**config.mk**
```make
export PLATFORM = sky130hd
export DESIGN_NAME = rob_commit_ctrl
export DESIGN_NICKNAME = d
export VERILOG_FILES = /design/src/rtl/rob_commit_ctrl_pkg.sv /design/src/rtl/rob_entry_array.sv /design/src/rtl/rob_commit_ctrl.sv
export SDC_FILE = /design/constraint.sdc
export NUM_CORES = 1
export LEC_CHECK = 0
export ABC_AREA = 0
export CAP_MARGIN = 20
export CORE_MARGIN = 2
export CORE_UTILIZATION = 30
export CTS_CLUSTER_DIAMETER = 100
export DETAILED_ROUTE_END_ITERATION = 16
export PLACE_DENSITY = 0.56
export SYNTH_ARGS = -nofsm -noshare
export SYNTH_HDL_FRONTEND = slang
export SYNTH_HIERARCHICAL = 1
export SYNTH_SLANG_ARGS = --single-unit
```
**constraint.sdc**
```tcl
create_clock -name clk -period 4.2 [get_ports clk]
set_input_delay 0.84 -clock clk [delete_from_list [all_inputs] [get_ports clk]]
set_output_delay 0.84 -clock clk [all_outputs]
set_load 0.05 [all_outputs]
```
**src/rtl/rob_commit_ctrl_pkg.sv**
```systemverilog
// Shared widths and defaults for the reorder-buffer commit controller.
package rob_commit_ctrl_pkg;

  localparam int unsigned DEF_XLEN  = 32;
  localparam int unsigned DEF_TAG_W = 4;
  localparam int unsigned DEF_DEPTH = 16;
  localparam int unsigned REG_IDX_W = 5;

  typedef logic [REG_IDX_W-1:0] reg_idx_t;

endpackage

```
**src/rtl/rob_entry_array.sv**
```systemverilog
// Per-entry ROB storage: allocation and CDB write ports, head read port and
// two operand-forwarding read ports.
module rob_entry_array
  import rob_commit_ctrl_pkg::*;
#(
  parameter int unsigned DEPTH = DEF_DEPTH,
  parameter int unsigned TAG_W = DEF_TAG_W,
  parameter int unsigned XLEN  = DEF_XLEN
) (
  input  logic             clk,
  input  logic             rst,
  input  logic             clear_all,
  input  logic             alloc_en,
  input  logic [TAG_W-1:0] alloc_idx,
  input  logic             alloc_has_rd,
  input  reg_idx_t         alloc_rd,
  input  logic             cdb_valid,
  input  logic             cdb_write_en,
  input  logic [TAG_W-1:0] cdb_tag,
  input  logic [XLEN-1:0]  cdb_val,
  input  logic             retire_en,
  input  logic [TAG_W-1:0] head_idx,
  output logic             head_busy,
  output logic             head_done,
  output logic             head_has_rd,
  output reg_idx_t         head_rd,
  output logic [XLEN-1:0]  head_val,
  input  logic [TAG_W-1:0] qry_tag1,
  input  logic [TAG_W-1:0] qry_tag2,
  output logic             qry_ready1,
  output logic             qry_ready2,
  output logic [XLEN-1:0]  qry_val1,
  output logic [XLEN-1:0]  qry_val2
);

  logic [DEPTH-1:0] busy_q;
  logic [DEPTH-1:0] done_q;
  logic [DEPTH-1:0] has_rd_q;
  reg_idx_t         rd_q  [DEPTH];
  logic [XLEN-1:0]  val_q [DEPTH];

  // Results for squashed or already-retired tags are dropped.
  logic cdb_hit;
  assign cdb_hit = cdb_write_en & cdb_valid & busy_q[cdb_tag];

  always_ff @(posedge clk or negedge rst) begin
    if (!rst) begin
      busy_q   <= '0;
      done_q   <= '0;
      has_rd_q <= '0;
      for (int unsigned i = 0; i < DEPTH; i++) begin
        rd_q[i]  <= '0;
        val_q[i] <= '0;
      end
    end else if (clear_all) begin
      busy_q <= '0;
      done_q <= '0;
    end else begin
      for (int unsigned i = 0; i < DEPTH; i++) begin
        if (alloc_en && alloc_idx == TAG_W'(i)) begin
          busy_q[i]   <= 1'b1;
          done_q[i]   <= 1'b0;
          has_rd_q[i] <= alloc_has_rd;
          rd_q[i]     <= alloc_rd;
        end else if (cdb_hit && cdb_tag == TAG_W'(i)) begin
          done_q[i] <= 1'b1;
          val_q[i]  <= cdb_val;
        end
        if (retire_en && head_idx == TAG_W'(i)) begin
          busy_q[i] <= 1'b0;
          done_q[i] <= 1'b0;
        end
      end
    end
  end

  assign head_busy   = busy_q[head_idx];
  assign head_done   = done_q[head_idx];
  assign head_has_rd = has_rd_q[head_idx];
  assign head_rd     = rd_q[head_idx];
  assign head_val    = val_q[head_idx];

  // A same-cycle CDB broadcast wins over the stored copy.
  always_comb begin
    qry_ready1 = 1'b0;
    qry_val1   = '0;
    if (cdb_valid && cdb_tag == qry_tag1 && busy_q[qry_tag1]) begin
      qry_ready1 = 1'b1;
      qry_val1   = cdb_val;
    end else if (busy_q[qry_tag1] && done_q[qry_tag1]) begin
      qry_ready1 = 1'b1;
      qry_val1   = val_q[qry_tag1];
    end
    qry_ready2 = 1'b0;
    qry_val2   = '0;
    if (cdb_valid && cdb_tag == qry_tag2 && busy_q[qry_tag2]) begin
      qry_ready2 = 1'b1;
      qry_val2   = cdb_val;
    end else if (busy_q[qry_tag2] && done_q[qry_tag2]) begin
      qry_ready2 = 1'b1;
      qry_val2   = val_q[qry_tag2];
    end
  end

endmodule

```
**src/rtl/rob_commit_ctrl.sv**
```systemverilog
// Reorder-buffer controller: allocates tags, captures CDB results and retires
// entries in order into the rename register file.
module rob_commit_ctrl
  import rob_commit_ctrl_pkg::*;
#(
  parameter int unsigned DEPTH = DEF_DEPTH,
  parameter int unsigned TAG_W = DEF_TAG_W,
  parameter int unsigned XLEN  = DEF_XLEN
) (
  input  logic             clk,
  input  logic             rst,
  input  logic             rdy,
  input  logic             issue_valid,
  input  logic             issue_has_rd,
  input  logic [4:0]       issue_rd,
  output logic             issue_ready,
  output logic [TAG_W-1:0] issue_tag,
  input  logic             cdb_valid,
  input  logic [TAG_W-1:0] cdb_tag,
  input  logic [XLEN-1:0]  cdb_val,
  input  logic [TAG_W-1:0] qry_tag1,
  input  logic [TAG_W-1:0] qry_tag2,
  output logic             qry_ready1,
  output logic             qry_ready2,
  output logic [XLEN-1:0]  qry_val1,
  output logic [XLEN-1:0]  qry_val2,
  input  logic             flush,
  output logic             rf_rd_in_flag,
  output logic [4:0]       rf_rd_in_a,
  output logic [TAG_W-1:0] rf_rd_in_rob,
  output logic             rf_rd_out_flag,
  output logic [4:0]       rf_rd_out_a,
  output logic [XLEN-1:0]  rf_rd_out_val,
  output logic [TAG_W-1:0] rf_rd_out_rob,
  output logic             rf_flush,
  output logic [TAG_W:0]   count
);

  logic [TAG_W-1:0] head_q, head_d;
  logic [TAG_W-1:0] tail_q, tail_d;
  logic [TAG_W:0]   count_q, count_d;

  logic             accept, commit, clear_all;
  logic             head_busy, head_done, head_has_rd;
  reg_idx_t         head_rd;
  logic [XLEN-1:0]  head_val;

  assign clear_all   = rdy & flush;
  // Uses the pre-commit count: a slot freed this cycle is not reusable yet.
  assign issue_ready = rdy & ~flush & (count_q != (TAG_W+1)'(DEPTH));
  assign accept      = issue_valid & issue_ready;
  assign commit      = rdy & ~flush & head_busy & head_done;

  assign issue_tag     = tail_q;
  assign rf_rd_in_flag = accept & issue_has_rd & (issue_rd != '0);
  assign rf_rd_in_a    = issue_rd;
  assign rf_rd_in_rob  = tail_q;

  assign rf_rd_out_flag = commit & head_has_rd & (head_rd != '0);
  assign rf_rd_out_a    = head_rd;
  assign rf_rd_out_val  = head_val;
  assign rf_rd_out_rob  = head_q;

  assign rf_flush = clear_all;
  assign count    = count_q;

  always_comb begin
    head_d  = head_q;
    tail_d  = tail_q;
    count_d = count_q;
    if (clear_all) begin
      head_d  = '0;
      tail_d  = '0;
      count_d = '0;
    end else begin
      if (accept) tail_d = tail_q + 1'b1;
      if (commit) head_d = head_q + 1'b1;
      count_d = count_q + (TAG_W+1)'(accept) - (TAG_W+1)'(commit);
    end
  end

  always_ff @(posedge clk or negedge rst) begin
    if (!rst) begin
      head_q  <= '0;
      tail_q  <= '0;
      count_q <= '0;
    end else begin
      head_q  <= head_d;
      tail_q  <= tail_d;
      count_q <= count_d;
    end
  end

  rob_entry_array #(
    .DEPTH(DEPTH),
    .TAG_W(TAG_W),
    .XLEN (XLEN)
  ) u_entries (
    .clk         (clk),
    .rst         (rst),
    .clear_all   (clear_all),
    .alloc_en    (accept),
    .alloc_idx   (tail_q),
    .alloc_has_rd(issue_has_rd),
    .alloc_rd    (issue_rd),
    .cdb_valid   (cdb_valid),
    .cdb_write_en(rdy & ~flush),
    .cdb_tag     (cdb_tag),
    .cdb_val     (cdb_val),
    .retire_en   (commit),
    .head_idx    (head_q),
    .head_busy   (head_busy),
    .head_done   (head_done),
    .head_has_rd (head_has_rd),
    .head_rd     (head_rd),
    .head_val    (head_val),
    .qry_tag1    (qry_tag1),
    .qry_tag2    (qry_tag2),
    .qry_ready1  (qry_ready1),
    .qry_ready2  (qry_ready2),
    .qry_val1    (qry_val1),
    .qry_val2    (qry_val2)
  );

endmodule

```
==> summary.json, run 1 <==
{
  "grt_usage": {"value": 20.2, "unit": "%"},
  "synthCells": {"value": 2712},
  "dieWidth": {"value": 365, "unit": "µm"},
  "detailedPlace.worstSlack": {"value": -0.00891, "unit": "ns"},
  "vias_in_the_first_global_route": {"value": 27485},
  "timing.slew.headroom": {"value": 30.0, "unit": "%"},
  "synth-main-ff-cell": {"value": "sky130_fd_sc_hd__dfrtp_1"},
  "synthToLayoutAreaGrowth": {"value": 22.2, "unit": "%"},
  "clkTransAtPathRegs": {"value": 0.06, "unit": "ns"},
  "postLayoutCellArea": {"value": 47800, "unit": "µm²"},
  "design.die.area": {"value": 133000, "unit": "µm²"},
  "final_min_period_over_clock_period": {"value": 98.4, "unit": "%"},
  "critical_path_rt": {"value": 3.36, "unit": "ns"},
  "portion_of_the_post_synthesis_area_used_by_sequential_elements": {"value": 41.7, "unit": "%"},
  "grt_pass1_wl": {"value": 197000, "unit": "µm"},
  "synthesis.yosys.warnings": {"value": 6},
  "setup_tns": {"value": 0, "unit": "ns"},
  "die_y": {"value": 365, "unit": "µm"},
  "hpwl_after_detailed_placement": {"value": 87000, "unit": "µm"},
  "cts_made_buffers": {"value": 79},
  "synth.top_cells.by_area": {"value": "sky130_fd_sc_hd__dfrtp_1 42%, sky130_fd_sc_hd__mux4_2 27%, sky130_fd_sc_hd__mux2_2 17%"},
  "timing.critical_path.from_type": {"value": "flop"},
  "nets": {"value": 2943},
  "drt-total-wl": {"value": 134000, "unit": "µm"},
  "number_of_antenna_violations_at_the_first_check_in_global_routing": {"value": 2},
  "p_int": {"value": 11.3, "unit": "mW"},
  "vias": {"value": 26767},
  "timing.fmax": {"value": 0.242, "unit": "GHz"},
  "power.density_cell_area": {"value": 321, "unit": "nW/µm²"},
  "synth_edf_count": {"value": 0},
  "sw_frac_of_total": {"value": 26.6, "unit": "%"},
  "syn_nets": {"value": 2777},
  "worst_slew_pin_slew": {"value": 1.05, "unit": "ns"},
  "grt_start_max_net_pins": {"value": 80},
  "setup-violations-final": {"value": 0},
  "dpl_cell_area": {"value": 45000, "unit": "µm²"},
  "finalHoldViolCount": {"value": 0},
  "dr_iter_0_viols": {"value": 2392},
  "clock_insertion_delay_worst_skew": {"value": 0.65, "unit": "ns"},
  "final_layout_size_suffix_gt1_share": {"value": 52.9, "unit": "%"},
  "grt_overflow_total": {"value": 0},
  "clock_power_share": {"value": 45.5, "unit": "%"},
  "biggest_area_consumer_among_synthesized_cells": {"value": "sky130_fd_sc_hd__dfrtp_1"},
  "n_antenna_cell": {"value": 0},
  "dp.cells": {"value": 4527},
  "max-clock-path-buffers": {"value": 3},
  "i_o_pin_cnt": {"value": 185},
  "count_of_non_filler_cells_in_the_finished_layout": {"value": 4679},
  "cp-end-kind": {"value": "primary output"},
  "cts_tree": {"value": "built"},
  "maxSlewViolCount": {"value": 0},
  "run_status": {"value": "completed"},
  "synth.ff_latch_count": {"value": 653},
  "design.core.area": {"value": 129000, "unit": "µm²"},
  "grt_setup_unrepaired": {"value": "false"},
  "power_frac_comb": {"value": 11.9, "unit": "%"},
  "power.static_leakage": {"value": 20.5, "unit": "nW"},
  "post_drt_wl_per_cell": {"value": 28.5, "unit": "µm"},
  "drt.antenna.violating_nets": {"value": 0},
  "critical_path.max_fanout": {"value": 5},
  "hold_class": {"value": "primary input to async pin"},
  "power.net_switching": {"value": 4.09, "unit": "mW"},
  "max-vdd-ir-drop": {"value": 0.272, "unit": "mV"},
  "h-tree-depth": {"value": 3},
  "synth.avg_cell_area": {"value": 14.4, "unit": "µm²"},
  "final.min_clock_period": {"value": 4.13, "unit": "ns"},
  "drt-pass1-iter-count": {"value": 7},
  "viasPerCell": {"value": 5.72},
  "place.gp.congestion": {"value": 0.828},
  "clock-skew-final": {"value": 0.0261, "unit": "ns"},
  "clk_root_buffer_cell": {"value": "sky130_fd_sc_hd__clkbuf_16"},
  "port_buffers": {"value": 184},
  "whs": {"value": 0.217, "unit": "ns"},
  "power_frac_seq": {"value": 42.6, "unit": "%"},
  "yosysTopAreaCellShare": {"value": 41.7, "unit": "%"},
  "fin_ws": {"value": 0.0687, "unit": "ns"},
  "timing.max_cap.violations": {"value": 0},
  "std_cell_rows": {"value": 132},
  "num-fill-cells": {"value": 12366},
  "yosysUniqueCellTypes": {"value": 51},
  "initial_core_utilization": {"value": 30.2, "unit": "%"},
  "ys_async_sr_fraction": {"value": 100, "unit": "%"},
  "clkSinkCount": {"value": 653},
  "critPathKind": {"value": "flop to primary output"},
  "syn_area": {"value": 39100, "unit": "µm²"},
  "worstPathArrival": {"value": 3.29, "unit": "ns"},
  "detail_route.drc_violations": {"value": 0}
}
-- power groups by stage --
stage | sequential, mW | combinational [mW] | clock, mW
2_1_floorplan | 6.71 | 0.951 | 0
3_3_place_gp | 6.66 | 1.80 | 0
3_5_place_dp | 6.66 | 1.81 | 0
4_1_cts | 6.55 | 1.84 | 7.15
5_1_grt | 6.57 | 1.94 | 7.41
6_report | 6.55 | 1.82 | 6.99
-- worst max-delay path, stage by stage, from the launching register on --
cell                      delay (ns)
sky130_fd_sc_hd__dfrtp_4        0.50
sky130_fd_sc_hd__buf_12         0.14
sky130_fd_sc_hd__mux4_2         0.53
sky130_fd_sc_hd__mux4_2         0.55
sky130_fd_sc_hd__or3_4          0.37
sky130_fd_sc_hd__o311a_2        0.35
sky130_fd_sc_hd__buf_4          0.19
-- cells by family (layout without fill, tap and decap cells) --
kind of cell,Yosys count,in the layout,synth area share [%]
flops,653,653,41.7
fa+ha+maj,9,9,0.307
simple gates,381,381,4.58
xor+xnor,14,14,0.313
buf+inv,318,543,3.67
compound gates,245,245,4.28
mux,1092,1092,45.1
-- registers in the layout, summed over array words and instances, names as in the netlist --
register,flops
u_entries/rd_q,80
count,5
u_entries/val_q,512
issue_tag,4
u_entries/has_rd_q,16
u_entries/done_q,16
rf_rd_out_rob,4
u_entries/busy_q,16
-- path summary, 6_finish.rpt --
check / start / to / slack [ns] / depth (start not counted)
worst min-delay path: rst / u_entries/val_q[295] / 0.22 / 1
worst max register to register: rf_rd_out_rob[0] / count[4] / 0.36 / 15
max in group asynchronous: rst / rf_rd_out_rob[0] / 2.92 / 3
worst max-delay path: rf_rd_out_rob[0] / rf_rd_out_flag / 0.07 / 6
min in group clk: u_entries/rd_q[13] / u_entries/rd_q[13] / 0.50 / 1
worst min register to register: u_entries/rd_q[13] / u_entries/rd_q[13] / 0.50 / 1
-- cell usage in the layout, fill, tap and decap left out, types with 14 or more instances in the layout --
cell type / instances
sky130_fd_sc_hd__nand3_4: 16
sky130_fd_sc_hd__clkbuf_16: 79
sky130_fd_sc_hd__nor2_1: 64
sky130_fd_sc_hd__mux2_1: 18
sky130_fd_sc_hd__a21oi_1: 77
sky130_fd_sc_hd__a22oi_1: 127
sky130_fd_sc_hd__mux4_2: 476
sky130_fd_sc_hd__dfrtp_1: 649
sky130_fd_sc_hd__nand2_1: 151
sky130_fd_sc_hd__clkdlybuf4s50_1: 79
sky130_fd_sc_hd__mux2_2: 589
sky130_fd_sc_hd__clkinv_2: 14
sky130_fd_sc_hd__buf_4: 156
sky130_fd_sc_hd__clkbuf_8: 17
sky130_fd_sc_hd__buf_12: 145
sky130_fd_sc_hd__nand3_1: 79
-- what timing repair did --
action | in CTS | in global routing
endpoints found under the hold margin | 0 | 0
pin swaps | 1 | 0
setup buffers | 12 | 0
hold buffers | 0 | 0
endpoints found under the setup margin | 39 | 8
resized for setup | 6 | 5
-- metal layers --
metal | global-route usage [%] | up-vias | routed length, µm
li1 | - | 11044 | -
met1 | 27.3 | 14510 | 55500
met2 | 32.5 | 1020 | 64400
met3 | 4.13 | 189 | 9840
met4 | 6.00 | 4 | 3750
met5 | 0 | - | 27
-- through the flow --
step	total power [mW]	util [%]
floorplan	7.66	-
global placement	8.46	34.8
detailed placement	8.47	34.8
CTS	15.5	36.9
global route	15.9	36.9
finish	15.4	36.9
-- layout make-up --
cell class              instances  area (µm²)  share of cell area (%)
flip-flops and latches        653       16400                    34.2
inverters                      10        37.5                  0.0785
multi-input cells            1741       21600                    45.2
well taps                    1742        2180                    4.56
repair buffers                393        5040                    10.5
clock buffers                 108        2260                    4.72
clock inverters                32         364                   0.761
-- synth_stat cells, drive strengths merged, types with 5 or more instances --
library cell	instances
a21oi	78
a22oi	127
dfrtp	653
ha	8
nor2	66
nor2b	16
buf	151
clkbuf	157
nand3	98
a31oi	5
and3	12
nand2	152
inv	9
mux2i	8
a2111oi	12
xor2	10
a211oi	12
mux4	476
mux2	608
nor3	12
No activity file was read; power rests on OpenSTA's default activity.
==> run 2: changes to the inputs <==
- TNS_END_PERCENT: not set -> 10
==> summary.json, run 2 (synthesis gave the netlist of run 1 again) <==
{
  "whs": {"value": 0.214, "unit": "ns", "change": "-0.00356 ns"},
  "mostFrequentLayoutCells": {"value": "649 x sky130_fd_sc_hd__dfrtp_1, 589 x sky130_fd_sc_hd__mux2_2, 476 x sky130_fd_sc_hd__mux4_2, 151 x sky130_fd_sc_hd__nand2_1, 149 x sky130_fd_sc_hd__buf_4"},
  "vias_in_the_first_global_route": {"value": 27445, "change": "-0.15%"},
  "hold_class": {"value": "primary input to async pin"},
  "setup-violations-final": {"value": 0, "change": "unchanged"},
  "timing.critical_path.from_type": {"value": "flop"},
  "power.static_leakage": {"value": 20.5, "unit": "nW", "change": "-0.11%"},
  "critPathKind": {"value": "flop to primary output"},
  "timing.fmax": {"value": 0.242, "unit": "GHz", "change": "-0.12%"},
  "grt_overflow_total": {"value": 0, "change": "unchanged"},
  "std_cell_rows": {"value": 132, "change": "unchanged"},
  "grt_start_max_net_pins": {"value": 80, "change": "unchanged"},
  "critical_path.max_fanout": {"value": 7, "change": "+2"},
  "power.density_cell_area": {"value": 321, "unit": "nW/µm²", "change": "about the same"},
  "viasPerCell": {"value": 5.73, "change": "+0.19%"},
  "synthToLayoutAreaGrowth": {"value": 22.1, "unit": "%"},
  "n_antenna_cell": {"value": 0, "change": "unchanged"},
  "clock_insertion_delay_worst_skew": {"value": 0.65, "unit": "ns", "change": "about the same"},
  "grt_usage": {"value": 20.2, "unit": "%", "change": "about the same"},
  "drt.antenna.violating_nets": {"value": 0, "change": "unchanged"},
  "port_buffers": {"value": 184, "change": "unchanged"},
  "i_o_pin_cnt": {"value": 185, "change": "unchanged"},
  "initial_core_utilization": {"value": 30.2, "unit": "%", "change": "unchanged"},
  "hpwl_after_detailed_placement": {"value": 87000, "unit": "µm", "change": "unchanged"},
  "final.min_clock_period": {"value": 4.14, "unit": "ns", "change": "+0.00479 ns"},
  "dpl_cell_area": {"value": 45000, "unit": "µm²", "change": "unchanged"},
  "flip_flop_count_of_the_largest_register_after_layout": {"value": 512, "change": "unchanged"},
  "cts_tree": {"value": "built"},
  "die_y": {"value": 365, "unit": "µm", "change": "unchanged"},
  "design.die.area": {"value": 133000, "unit": "µm²", "change": "unchanged"},
  "clock-skew-final": {"value": 0.0257, "unit": "ns", "change": "-0.000427 ns"},
  "maxSlewViolCount": {"value": 0, "change": "unchanged"},
  "vias": {"value": 26783, "change": "+0.060%"},
  "design.core.area": {"value": 129000, "unit": "µm²", "change": "unchanged"},
  "grt_pass1_wl": {"value": 197000, "unit": "µm", "change": "about the same"},
  "grt_setup_unrepaired": {"value": "true"},
  "detail_route.drc_violations": {"value": 0, "change": "unchanged"},
  "cts.hold.buffers_added": {"value": 0, "change": "unchanged"},
  "most_frequent_standard_cell_in_the_layout_excluding_fill_and_tap_cells": {"value": "sky130_fd_sc_hd__dfrtp_1"},
  "postLayoutCellArea": {"value": 47800, "unit": "µm²", "change": "-0.11%"},
  "max-clock-path-buffers": {"value": 3, "change": "unchanged"},
  "registers.top_by_ff_count": {"value": "u_entries/val_q"},
  "largestRegisters": {"value": "u_entries/val_q (512), u_entries/rd_q (80)"},
  "worst_slew_pin_slew": {"value": 1.04, "unit": "ns", "change": "-0.00778 ns"},
  "max-vdd-ir-drop": {"value": 0.274, "unit": "mV", "change": "+0.63%"},
  "dieWidth": {"value": 365, "unit": "µm", "change": "unchanged"},
  "final_layout_size_suffix_gt1_share": {"value": 52.8, "unit": "%", "change": "-0.096 points"},
  "drt-total-wl": {"value": 134000, "unit": "µm", "change": "about the same"},
  "clk_root_buffer_cell": {"value": "sky130_fd_sc_hd__clkbuf_16"},
  "clkTransAtPathRegs": {"value": 0.06, "unit": "ns", "change": "about the same"},
  "nets": {"value": 2937, "change": "-0.20%"},
  "run_status": {"value": "completed"},
  "number_of_antenna_violations_at_the_first_check_in_global_routing": {"value": 2, "change": "unchanged"},
  "timing.slew.headroom": {"value": 30.5, "unit": "%", "change": "+0.52 points"},
  "finalHoldViolCount": {"value": 0, "change": "unchanged"},
  "timing.max_cap.violations": {"value": 0, "change": "unchanged"},
  "place.gp.congestion": {"value": 0.828, "change": "unchanged"},
  "fin_ws": {"value": 0.0639, "unit": "ns", "change": "-0.00479 ns"},
  "final_min_period_over_clock_period": {"value": 98.5, "unit": "%", "change": "+0.11 points"},
  "dr_iter_0_viols": {"value": 2296, "change": "-4.0%"},
  "clkSinkCount": {"value": 653, "change": "unchanged"},
  "drt-pass1-iter-count": {"value": 5, "change": "-2"},
  "h-tree-depth": {"value": 3, "change": "unchanged"},
  "worstPathArrival": {"value": 3.30, "unit": "ns", "change": "about the same"},
  "r2r_setup_slack": {"value": 0.35, "unit": "ns", "change": "about the same"},
  "cp-end-kind": {"value": "primary output"},
  "critical_path_rt": {"value": 3.36, "unit": "ns", "change": "about the same"},
  "post_drt_wl_per_cell": {"value": 28.6, "unit": "µm", "change": "+0.13%"},
  "cts_made_buffers": {"value": 79, "change": "unchanged"},
  "detailedPlace.worstSlack": {"value": -0.00891, "unit": "ns", "change": "unchanged"}
}
==> run 2: report_power, final <==
part	internal (mW)	total [mW]	switching (mW)
clock	4.13	6.99	2.86
sequential	6.44	6.55	0.110
combinational	0.696	1.81	1.11
==> run 2: what timing repair did <==
| item | 4_1_cts | 5_1_grt |
|---|---|---|
| gates cloned | 0 | 0 |
| setup buffers | 5 | 1 |
| pin swaps | 0 | 1 |
| gates resized for setup | 10 | 5 |
| endpoints found under the hold margin | 0 | 0 |
| endpoints found under the setup margin | 39 | 8 |
==> run 2: area by class of cell <==
cell class	count	area [µm²]
fillers	12371	81700
multi-input cells	1741	21600
flip-flops and latches	653	16400
repair buffers	387	4990
clock buffers	108	2260
well taps	1742	2180
clock inverters	32	364
inverters	10	37.5
==> run 2: per-stage QoR <==
stage / instances / power [mW] / utilization [%] / setup TNS (ns)
floorplan: 2712 / 7.66 / - / 0
global placement: 4527 / 8.46 / 34.8 / 0
detailed placement: 4527 / 8.47 / 34.8 / -0.00891
CTS: 4672 / 15.5 / 36.9 / -0.0329
global route: 4673 / 15.9 / 36.9 / -0.0162
finish: 4673 / 15.3 / 36.9 / 0
==> run 2: metal layers <==
metal  up-vias  share of wire, %  track usage (%)
met5         -             0.020                0
met4         4               2.8             5.96
met3       183               7.0             4.14
met2      1010                48             32.6
met1     14561                42             27.3
li1      11025                 -                -
==> run 2: worst paths after layout <==
path,startpoint,end,cells after the start
worst max-delay path,rf_rd_out_rob[0],rf_rd_out_flag,6
worst min-delay path,rst,u_entries/val_q[295],1
worst max register to register,rf_rd_out_rob[0],count[4],15
worst min register to register,u_entries/rd_q[13],u_entries/rd_q[13],1
max in group asynchronous,rst,rf_rd_out_rob[3],3
min in group clk,u_entries/rd_q[13],u_entries/rd_q[13],1
==> run 2: critical path, cell delays in order (launching register included) <==
cell	delay (ns)
sky130_fd_sc_hd__dfrtp_4	0.50
sky130_fd_sc_hd__buf_12	0.16
sky130_fd_sc_hd__mux4_2	0.50
sky130_fd_sc_hd__mux4_2	0.54
sky130_fd_sc_hd__or3_4	0.42
sky130_fd_sc_hd__o311a_2	0.36
sky130_fd_sc_hd__buf_6	0.16
==> run 3: changes to the inputs <==
- GPL_ROUTABILITY_DRIVEN: not set -> 0
- clock period: 4.2 -> 5.3 ns (I/O delays scaled with it)
==> summary.json, run 3 (synthesis gave the netlist of run 1 again) <==
{
  "final.min_clock_period": {"value": 5.15, "unit": "ns"},
  "critPathKind": {"value": "primary input to primary output"},
  "sw_frac_of_total": {"value": 26.4, "unit": "%", "change": "-0.14 points"},
  "setup_tns": {"value": 0, "unit": "ns", "change": "unchanged"},
  "num-fill-cells": {"value": 12377, "change": "+0.049%"},
  "worstPathArrival": {"value": 4.09, "unit": "ns", "change": "+0.79 ns"},
  "power.static_leakage": {"value": 19.7, "unit": "nW", "change": "-3.8%"},
  "cts_tree": {"value": "built"},
  "grt_setup_unrepaired": {"value": "false"},
  "hold_class": {"value": "flop to flop"},
  "grt_start_max_net_pins": {"value": 106, "change": "+33%"},
  "grt_pass1_wl": {"value": 191000, "unit": "µm", "change": "-2.7%"},
  "dp.cells": {"value": 4444, "change": "-1.8%"},
  "drt-pass1-iter-count": {"value": 5, "change": "unchanged"},
  "h-tree-depth": {"value": 3, "change": "unchanged"},
  "dpl_cell_area": {"value": 43900, "unit": "µm²", "change": "-2.5%"},
  "detail_route.drc_violations": {"value": 0, "change": "unchanged"},
  "cts_resized": {"value": 0, "change": "-10"},
  "number_of_antenna_violations_at_the_first_check_in_global_routing": {"value": 6, "change": "+4"},
  "design.die.area": {"value": 133000, "unit": "µm²", "change": "unchanged"},
  "critical_path_rt": {"value": 4.24, "unit": "ns", "change": "+0.88 ns"},
  "die_y": {"value": 365, "unit": "µm", "change": "unchanged"},
  "post_drt_wl_per_cell": {"value": 28.3, "unit": "µm", "change": "-1.0%"},
  "cts_made_buffers": {"value": 77, "change": "-2.5%"},
  "postLayoutCellArea": {"value": 46500, "unit": "µm²", "change": "-2.6%"},
  "grt_usage": {"value": 19.5, "unit": "%", "change": "-0.67 points"},
  "synthToLayoutAreaGrowth": {"value": 18.9, "unit": "%"},
  "largestRegisters": {"value": "u_entries/val_q (512), u_entries/rd_q (80)"},
  "post_cts.repair.setup_buffers": {"value": 0, "change": "-5"},
  "registers.top_by_ff_count": {"value": "u_entries/val_q"},
  "timing.max_cap.violations": {"value": 0, "change": "unchanged"},
  "std_cell_rows": {"value": 132, "change": "unchanged"},
  "clk_root_buffer_cell": {"value": "sky130_fd_sc_hd__clkbuf_16"},
  "vias": {"value": 26413, "change": "-1.4%"},
  "initial_core_utilization": {"value": 30.2, "unit": "%", "change": "unchanged"},
  "power.density_cell_area": {"value": 260, "unit": "nW/µm²", "change": "-19%"},
  "run_status": {"value": "completed"},
  "hpwl_after_detailed_placement": {"value": 80900, "unit": "µm", "change": "-7.0%"},
  "clock-skew-final": {"value": 0.0204, "unit": "ns", "change": "-0.00522 ns"},
  "multi_input_area": {"value": 21600, "unit": "µm²", "change": "about the same"},
  "setup-violations-final": {"value": 0, "change": "unchanged"},
  "design.core.area": {"value": 129000, "unit": "µm²", "change": "unchanged"},
  "worst_slew_pin_slew": {"value": 1.09, "unit": "ns", "change": "+0.0541 ns"},
  "dieWidth": {"value": 365, "unit": "µm", "change": "unchanged"},
  "vias_in_the_first_global_route": {"value": 26946, "change": "-1.8%"},
  "dr_iter_0_viols": {"value": 2461, "change": "+7.2%"},
  "clock_insertion_delay_worst_skew": {"value": 0.65, "unit": "ns", "change": "about the same"},
  "final_layout_size_suffix_gt1_share": {"value": 50.2, "unit": "%", "change": "-2.6 points"},
  "p_int": {"value": 8.90, "unit": "mW", "change": "-21%"},
  "grt_overflow_total": {"value": 0, "change": "unchanged"},
  "drt.antenna.violating_nets": {"value": 0, "change": "unchanged"},
  "flip_flop_count_of_the_largest_register_after_layout": {"value": 512, "change": "unchanged"},
  "finalHoldViolCount": {"value": 0, "change": "unchanged"},
  "mostFrequentLayoutCells": {"value": "649 x sky130_fd_sc_hd__dfrtp_1, 589 x sky130_fd_sc_hd__mux2_2, 476 x sky130_fd_sc_hd__mux4_2, 151 x sky130_fd_sc_hd__nand2_1, 127 x sky130_fd_sc_hd__a22oi_1"},
  "power_frac_seq": {"value": 43.1, "unit": "%", "change": "+0.4 points"},
  "timing.fmax": {"value": 0.194, "unit": "GHz"},
  "clkTransAtPathRegs": {"value": 0.06, "unit": "ns", "change": "about the same"},
  "timing.slew.headroom": {"value": 26.7, "unit": "%", "change": "-3.8 points"},
  "drt-total-wl": {"value": 130000, "unit": "µm", "change": "-2.9%"},
  "max-clock-path-buffers": {"value": 3, "change": "unchanged"},
  "power.net_switching": {"value": 3.20, "unit": "mW", "change": "-22%"},
  "nets": {"value": 2846, "change": "-3.1%"},
  "detailedPlace.worstSlack": {"value": 0.285, "unit": "ns", "change": "+0.294 ns"},
  "count_of_non_filler_cells_in_the_finished_layout": {"value": 4584, "change": "-1.9%"},
  "maxSlewViolCount": {"value": 0, "change": "unchanged"},
  "finish.utilization": {"value": 35.9, "unit": "%", "change": "-0.96 points"},
  "clock_power_share": {"value": 45.9, "unit": "%", "change": "+0.3 points"},
  "power_frac_comb": {"value": 11.0, "unit": "%", "change": "-0.8 points"},
  "seqCellArea": {"value": 16400, "unit": "µm²", "change": "unchanged"},
  "critical_path.max_fanout": {"value": 11, "change": "+4"},
  "max-vdd-ir-drop": {"value": 0.209, "unit": "mV", "change": "-24%"},
  "clkSinkCount": {"value": 653, "change": "unchanged"},
  "viasPerCell": {"value": 5.76, "change": "+0.53%"},
  "timing.critical_path.from_type": {"value": "primary input"},
  "port_buffers": {"value": 184, "change": "unchanged"},
  "most_frequent_standard_cell_in_the_layout_excluding_fill_and_tap_cells": {"value": "sky130_fd_sc_hd__dfrtp_1"},
  "final_min_period_over_clock_period": {"value": 97.1, "unit": "%"},
  "cp-end-kind": {"value": "primary output"},
  "cts.hold.buffers_added": {"value": 0, "change": "unchanged"},
  "fin_ws": {"value": 0.152, "unit": "ns", "change": "+0.0883 ns"},
  "i_o_pin_cnt": {"value": 185, "change": "unchanged"}
}
[run 3: metal layers]
metal | track usage (%) | share of wire [%] | vias up
met5 | 0 | 0.042 | -
met1 | 27.5 | 43 | 14272
met4 | 5.50 | 2.5 | 10
met2 | 30.6 | 47 | 1127
li1 | - | - | 10816
met3 | 3.73 | 7.6 | 188
[run 3: layout make-up]
cell class,count,share of cell area (%)
clock buffers,109,4.87
diodes,1,0.00538
inverters,10,0.0807
clock inverters,30,0.820
repair buffers,298,8.00
well taps,1742,4.68
flip-flops and latches,653,35.1
multi-input cells,1741,46.4
[run 3: worst max-delay path: stages]
cell	delay, ns
sky130_fd_sc_hd__clkdlybuf4s50_1	0.68
sky130_fd_sc_hd__nor2b_4	0.63
sky130_fd_sc_hd__buf_4	0.35
sky130_fd_sc_hd__a22oi_1	0.17
sky130_fd_sc_hd__nand2_1	0.10
sky130_fd_sc_hd__nand3_1	0.08
sky130_fd_sc_hd__a21oi_1	0.64
sky130_fd_sc_hd__buf_4	0.24
sky130_fd_sc_hd__buf_12	0.13
[run 3: final timing paths]
| kind | from | endpoint | cells after the start | slack, ns |
|---|---|---|---|---|
| worst max-delay path | qry_tag1[3] | qry_val1[31] | 9 | 0.15 |
| worst min-delay path | u_entries/has_rd_q[2] | u_entries/has_rd_q[2] | 1 | 0.50 |
| worst max register to register | rf_rd_out_rob[0] | count[4] | 13 | 1.25 |
| worst min register to register | u_entries/has_rd_q[2] | u_entries/has_rd_q[2] | 1 | 0.50 |
| max in group asynchronous | rst | u_entries/val_q[275] | 2 | 3.64 |
| min in group asynchronous | rst | u_entries/val_q[166] | 1 | 0.52 |
[run 3: stage by stage]
stage                     power [mW]  hold slack, ns
after floorplan                 6.07           0.475
after global placement          6.64           0.484
after detailed placement        6.65           0.491
after CTS                       12.2           0.504
after global routing            12.5           0.515
final                           12.1           0.502
[run 3: power by group through the flow]
stage	sequential, mW	clock, mW	combinational (mW)
after floorplan	5.32	0	0.754
after CTS	5.21	5.69	1.35
after global routing	5.22	5.90	1.42
after detailed placement	5.30	0	1.35
final	5.21	5.55	1.34
after global placement	5.30	0	1.34
